--- src/rtl/ritc_vcdl_phase_scanner.sv ---
// Purpose: sweeps the VCDL sync IDELAY tap from 0 to 31 and builds a per-tap histogram of strobed highs.
//          It then locates the first 0->1 tap transition and reloads that tap into the delay.
// Latency: the scan takes 32 x (1 + SETTLE_CYCLES + 2^SAMPLE_LOG2 + 1) + 2 cycles at minimum; histogram reads take 1 cycle.
// Backpressure: SETTLE waits while idelayctrl_rdy_i is low, ACCUM waits for sample strobes, and start_i is ignored while busy.
// Ports: CLK/rst_i clock and async reset; start_i scan request; idelayctrl_rdy_i, sample_strobe_i and vcdl_sync_i
//        come from the generator side; delay_o/load_delay_o drive the generator; busy_o/done_o/edge_found_o/edge_tap_o
//        report status; rd_addr_i/rd_data_o form the histogram read port.
module ritc_vcdl_phase_scanner #(
  parameter int SETTLE_CYCLES = 16,
  parameter int SAMPLE_LOG2   = 8
) (
  input  logic                 CLK,
  input  logic                 rst_i,
  input  logic                 start_i,
  input  logic                 idelayctrl_rdy_i,
  input  logic                 sample_strobe_i,
  input  logic                 vcdl_sync_i,
  output logic [4:0]           delay_o,
  output logic                 load_delay_o,
  output logic                 busy_o,
  output logic                 done_o,
  output logic                 edge_found_o,
  output logic [4:0]           edge_tap_o,
  input  logic [4:0]           rd_addr_i,
  output logic [SAMPLE_LOG2:0] rd_data_o
);

  localparam int CW = SAMPLE_LOG2 + 1;
  localparam logic [CW-1:0] SAMPLE_LAST = CW'((1 << SAMPLE_LOG2) - 1);
  localparam logic [CW-1:0] HALF        = CW'(1 << (SAMPLE_LOG2 - 1));
  localparam logic [7:0]    SETTLE_LAST = 8'(SETTLE_CYCLES - 1);

  localparam logic [2:0] S_IDLE   = 3'd0;
  localparam logic [2:0] S_LOAD   = 3'd1;
  localparam logic [2:0] S_SETTLE = 3'd2;
  localparam logic [2:0] S_ACCUM  = 3'd3;
  localparam logic [2:0] S_EVAL   = 3'd4;
  localparam logic [2:0] S_FINAL  = 3'd5;
  localparam logic [2:0] S_DONE   = 3'd6;

  logic [2:0]    state;
  logic [4:0]    tap;
  logic [7:0]    settle_cnt;
  logic [CW-1:0] sample_cnt;
  logic [CW-1:0] ones;
  logic          prev_bit;
  logic          edge_found;
  logic [4:0]    edge_tap;
  logic [4:0]    delay_q;
  logic [CW-1:0] hist [32];
  logic [CW-1:0] rd_data;

  logic          sample_bit;
  logic          edge_hit;

  // A strict majority is required, so exactly half of the samples counts as low.
  assign sample_bit = (ones > HALF);
  // Tap 0 has no predecessor, so it can never be an edge. Only the first edge is kept.
  assign edge_hit   = (tap != 5'd0) && !prev_bit && sample_bit && !edge_found;

  always_ff @(posedge CLK or posedge rst_i) begin
    if (rst_i) begin
      state      <= S_IDLE;
      tap        <= 5'd0;
      settle_cnt <= 8'd0;
      sample_cnt <= '0;
      ones       <= '0;
      prev_bit   <= 1'b0;
      edge_found <= 1'b0;
      edge_tap   <= 5'd0;
      delay_q    <= 5'd0;
      rd_data    <= '0;
      for (int i = 0; i < 32; i++) begin
        hist[i] <= '0;
      end
    end else begin
      rd_data <= hist[rd_addr_i];
      case (state)
        S_IDLE: begin
          // Results are held after a scan and cleared only when a new scan is accepted.
          if (start_i) begin
            tap        <= 5'd0;
            prev_bit   <= 1'b0;
            edge_found <= 1'b0;
            edge_tap   <= 5'd0;
            delay_q    <= 5'd0;
            state      <= S_LOAD;
          end
        end
        S_LOAD: begin
          settle_cnt <= 8'd0;
          state      <= S_SETTLE;
        end
        S_SETTLE: begin
          // The count freezes, rather than restarting, while the IDELAYCTRL is not ready.
          if (idelayctrl_rdy_i) begin
            if (settle_cnt == SETTLE_LAST) begin
              sample_cnt <= '0;
              ones       <= '0;
              state      <= S_ACCUM;
            end else begin
              settle_cnt <= settle_cnt + 8'd1;
            end
          end
        end
        S_ACCUM: begin
          if (sample_strobe_i) begin
            sample_cnt <= sample_cnt + CW'(1);
            ones       <= ones + CW'(vcdl_sync_i);
            if (sample_cnt == SAMPLE_LAST) begin
              state <= S_EVAL;
            end
          end
        end
        S_EVAL: begin
          hist[tap] <= ones;
          prev_bit  <= sample_bit;
          if (edge_hit) begin
            edge_found <= 1'b1;
            edge_tap   <= tap;
          end
          // delay_q is set up here so that it is valid during the next load pulse.
          if (tap == 5'd31) begin
            delay_q <= edge_hit ? tap : edge_tap;
            state   <= S_FINAL;
          end else begin
            tap     <= tap + 5'd1;
            delay_q <= tap + 5'd1;
            state   <= S_LOAD;
          end
        end
        S_FINAL: state <= S_DONE;
        S_DONE:  state <= S_IDLE;
        default: state <= S_IDLE;
      endcase
    end
  end

  assign delay_o      = delay_q;
  assign load_delay_o = (state == S_LOAD) || (state == S_FINAL);
  assign busy_o       = (state != S_IDLE);
  assign done_o       = (state == S_DONE);
  assign edge_found_o = edge_found;
  assign edge_tap_o   = edge_tap;
  assign rd_data_o    = rd_data;

endmodule

--- config.mk ---
export PLATFORM = sky130hd
export DESIGN_NAME = ritc_vcdl_phase_scanner
export DESIGN_NICKNAME = d
export VERILOG_FILES = /design/src/rtl/ritc_vcdl_phase_scanner.sv
export SDC_FILE = /design/constraint.sdc
export NUM_CORES = 1
export LEC_CHECK = 0
export ABC_AREA = 1
export CORE_MARGIN = 1.5
export CORE_UTILIZATION = 45
export CTS_CLUSTER_SIZE = 40
export DETAILED_ROUTE_END_ITERATION = 8
export PLACE_DENSITY = 0.69
export SETUP_SLACK_MARGIN = 0.3
export SLEW_MARGIN = 20
export SYNTH_ARGS = -nofsm -noshare
export SYNTH_HDL_FRONTEND = slang
export SYNTH_SLANG_ARGS = --single-unit
export TNS_END_PERCENT = 5
--- constraint.sdc ---
create_clock -name CLK -period 21.2 [get_ports CLK]
set_input_delay 4.24 -clock CLK [delete_from_list [all_inputs] [get_ports CLK]]
set_output_delay 4.24 -clock CLK [all_outputs]
set_load 0.03 [all_outputs]
# Word-level counts from Yosys, hierarchy flattened
# Index checks and enable logic that the tools add are counted.
[op_classes]
addsub = 4
order_cmp = 4
n_eq_ne = 17
n_mux = 33
bitwise_logic = 2
n_reduce_logical = 19
[op_table]
columns = ["op", "n"]
rows = [
  ["bitwise mux 288 bit", 1],
  ["two-way mux 9 bit", 7],
  ["binary-select mux 9 bit (select 5 bit)", 1],
  ["demux 9 bit (select 5 bit)", 1],
  ["case mux 9 bit (2 select lines)", 2],
  ["case mux 5 bit (2 select lines)", 3],
  ["two-way mux 5 bit", 4],
  ["two-way mux 3 bit", 6],
  ["case mux 3 bit (6 select lines)", 1],
  ["two-way mux 8 bit", 2],
  ["!= test 2 bit (second input constant)", 8],
  ["case mux 8 bit (2 select lines)", 1],
  [">= comparator 6 bit (second input constant)", 2],
  ["inverter 5 -> 6 bit", 2],
  ["adder 9 x 1 -> 9 bit", 1],
  ["adder 9 x 1 -> 9 bit (second input constant)", 1],
  ["== test 3 bit (second input constant)", 3],
  ["== test 9 x 8 -> 1 bit (second input constant)", 1],
  ["greater-than comparator 9 x 8 -> 1 bit (second input constant)", 1],
  ["AND reduction 3 bit", 3],
  ["adder 8 x 1 -> 8 bit (second input constant)", 1],
  ["== test 8 x 4 -> 1 bit (second input constant)", 1],
  ["== test 3 x 2 -> 1 bit (second input constant)", 2],
  ["< comparator 6 x 1 -> 1 bit (second input constant)", 1],
  ["15 further kinds", 23],
]
[word_totals]
ff_bits = 343
in_bits = 11
elab_cells = 121

# Longest topological paths before layout
[depth]
ltp_word = 7
ltp_mapped = 12

# Worst setup path after synthesis
# No wires, ideal clock.
[synth_path]
kind = "input to register"
from = "input rd_addr_i[0]"
to = "register rd_data[4], in the netlist rd_data_o[4]"
setup_time_ns = 0.065
arrival_ns = 5.315
path_slack_ns = 15.820
path_stages = 11
path_buffers = 3
cell_sequence = "buf_2 -> clkbuf_1 -> buf_2 -> a21oi_1 -> o21ai_0 -> nand3_1 -> nand2_1 -> nand2_1 -> nand2_1 -> nand2_1 -> nand2_1"
[synth_between]
elab_chain_cells = 4
[synth_rtl]
columns = ["element", "line_no", "rtl"]
rows = [
  ["from (decl)", "24", "input logic [4:0] rd_addr_i,"],
  ["inverter 5 -> 6 bit (implied by the code)", "77", "rd_data <= hist[rd_addr_i];"],
  ["binary-select mux 9 bit (select 5 bit)", "77", ""],
  ["two-way mux 9 bit (implied by the code) (2 in series)", "77", ""],
  ["to (signal assigned)", "77", ""],
  ["to (decl)", "51", "logic [CW-1:0] rd_data;"],
]
# No other way between the ends. The select of a mux whose other input is x is not followed.
# A chain may end at the register's enable or synchronous reset.

# Final worst setup path
[layout_path]
from = "input rd_addr_i[2]"
to = "register rd_data[7], in the netlist rd_data_o[7]"
# The elaborated chain is that of the path after synthesis.

==> results.tsv <==
metric	value	unit
start_util	45.7	%
setup_ws	14790	ps
max_freq	156	MHz
root_buffer	clkbuf_16	
cp_slowest_cell	clkinv_1	
gp_congestion	0.861	
fin_skew	9.45	ps
clock_sinks	343	
fin_crit_sh	30.2	%
wl_per_cell	18.1	µm
finalSetupTns	0	ps
die_h	193	µm
crit_fanout	37	
routed_wl	44800	µm
path_class	in -> reg	
grt_pass1_vias	12900	
drt_iter0_drc	1241	
syn_to_final_growth	10.7	%
firstDrtPassIters	5	
drv_cap	0	
start_kind	input pin	
fill_cells	3332	
cp_common_cell	nand2_1	
fin_hold_ws	482	ps
rsz0062_at_grt	no	
insertion_delay	530	ps
tightestPinTransition	1120	ps
cp_top_family	buffers and inverters	
syn-cell-area	16200	µm²
synth-async-reset-ratio	100	%
fin_area	17900	µm²
worstPathArrival	6820	ps
drc_errors	0	
num_rows	69	
vias	13600	
grt_max_degree	131	
ys_ff_latch	343	
port_buffers	33	
drive_gt1_share	6.52	%
synth_flop_cell	dfrtp_1	
clk_path_buf_depth	3	
post_dp_cell_area	16600	µm²
viasPerCell	5.49	
clkSlewWorstSetupHoldPaths	60	ps
hold_violations	0	
avgSynthCellArea	8.03	µm²
status	finished, final reports clean	
cts_setup_buffers	0	
ys_warn_count	0	
cts_resized	0	
htreeDepth	2	
synthesis.nets	2038	
io_pins	34	
path_buf_inv	3	
p_per_area	91.6	nW/µm²
postCtsHoldBufs	0	
ir_drop	0.0904	mV
cts_buffers	39	
grt_pass1_wl	72100	µm
min_period	6410	ps
cts_tree	built	
yosysSeqAreaShare	53.0	%
die_w	193	µm
netlist-cell-type-count	38	
worstPathRequired	21610	ps
gr-usage-all-layers	25.1	%
finalSetupViolCount	0	
min_path_type	reg -> reg	
dp_hpwl	28300	µm
drtAntennaViolNets	0	
power_leakage	0.00839	µW
core_area	35500	µm²
grt-ovfl-total	0	
finalNetCount	2003	
maxSlewHeadroom	25.5	%
syn_inst	2017	
cp_cell_sequence	clkdlybuf4s50_1 > buf_4 > clkinv_1 > nand3_1 > nand2_1 > nand2_1 > nand2_1 > nand2_1 > nand2_1	
max_stage_delay	940	ps
end_kind	register	
final_max_slew_viol_count	0	
antenna_found_initial	2	
synth_edf_count	0	
die_area	37100	µm²
place_ws	14290	ps
[registers in the layout, indices dropped and copies added (netlist names)]
| name | cells |
|---|---|
| edge_found_o | 1 |
| edge_tap_o | 5 |
| tap | 5 |
| delay_o | 5 |
| sample_cnt | 9 |
| ones | 9 |
| rd_data_o | 9 |
| state | 3 |
| settle_cnt | 8 |
| prev_bit | 1 |
| hist | 288 |
[placed cells by master, fill, tap and decap left out, types with 5 or more instances in the layout]
| master | instances |
|---|---|
| nand2_1 | 508 |
| dfrtp_1 | 343 |
| a21oi_1 | 243 |
| nor2_1 | 210 |
| nand3_1 | 192 |
| o21ai_0 | 185 |
| inv_1 | 101 |
| clkbuf_16 | 41 |
| clkdlybuf4s50_1 | 31 |
| nor2_2 | 19 |
| buf_4 | 18 |
| clkbuf_1 | 13 |
| ha_1 | 10 |
| nor2_4 | 9 |
| xor2_1 | 9 |
| nand2_2 | 7 |
| inv_2 | 7 |
| nor3_1 | 7 |
| o211ai_1 | 6 |
| clkbuf_8 | 6 |
| nand4_1 | 5 |
| o31ai_1 | 5 |
| clkinv_2 | 5 |
[layout make-up]
cell class / count / area, µm² / area share [%]
sequential: 343 / 8580 / 47.9
multi-input combinational: 1432 / 6580 / 36.7
clock buffer: 60 / 1160 / 6.45
tap: 461 / 577 / 3.22
timing repair buffer: 52 / 473 / 2.64
inverter: 114 / 438 / 2.44
clock inverter: 9 / 123 / 0.684
antenna: 1 / 2.50 / 0.0140
[routing by layer]
metal  vias to the layer above  part of all wire, %  GRT usage [%]
li1                       6506                    -              -
met4                         2                  3.1           8.11
met2                       487                   45           39.0
met3                        91                  7.5           4.98
met5                         -                0.020              0
met1                      6497                   44           35.1
[worst register-to-register path, stage by stage, from the launching register on]
cell and delay, ps:
dfrtp_1 600, clkinv_1 910, nand2_1 460, nand3_1 400, nand2_1 200, nand3_1 90
nand2_1 90, nand2_1 60
[report_power, final]
group	switching, µW	internal [µW]	total (µW)
Sequential	34.3	672	707
Clock	262	411	674
Combinational	206	56.9	263
[metrics by stage]
step	utilization [%]	total power (µW)	instances
6_report	50.5	1640	2472
5_1_grt	50.5	1710	2471
4_1_cts	50.5	1650	2470
3_5_place_dp	46.9	979	2401
3_3_place_gp	46.9	975	2401
2_1_floorplan	-	884	2017
[cells by family (layout without fill, tap and decap cells)]
group                    after synthesis  in the layout  share of synthesized area [%]
buffers and inverters                242            235                           6.39
AO/OA/AOI/OAI                        446            446                           14.1
adder cells (fa/ha/maj)               10             10                          0.772
flip-flops                           343            343                           53.0
AND/OR/NAND/NOR                      967            967                           25.3
other                                  0              1                              0
XOR/XNOR                               9              9                          0.487
[cell usage after synthesis, types with 2 or more instances]
master	count	area (µm²)
nand3_1	192	961
o21ai_0	185	926
clkbuf_1	67	251
buf_2	28	140
o31ai_1	5	37.5
nor3_2	2	20.0
nor2_4	9	101
o211ai_1	6	45.0
buf_4	16	120
inv_1	102	383
buf_1	9	33.8
ha_1	10	125
dfrtp_1	343	8580
buf_6	3	33.8
nor2_1	210	788
nand4_1	5	31.3
nor2_2	19	119
nand2_2	7	43.8
clkinv_1	5	18.8
or2_2	2	12.5
a21oi_1	243	1220
xor2_1	9	78.8
nand2_1	508	1910
clkbuf_2	5	25.0
nand3_2	2	20.0
o22ai_1	2	12.5
inv_2	6	22.5
nor3_1	7	35.0
[path summary, 6_finish.rpt]
path	cells past startpoint	end	slack [ps]	from
worst max-delay path	9	rd_data_o[7]	14790	rd_addr_i[2]
worst min-delay path	2	hist[137]	480	hist[137]
min in group asynchronous	2	hist[254]	4280	rst_i
max in group asynchronous	3	hist[90]	15360	rst_i
worst min register to register	2	hist[137]	480	hist[137]
worst max register to register	7	delay_o[2]	18280	ones[7]
Note: power is estimated with default switching activity, not from simulation.
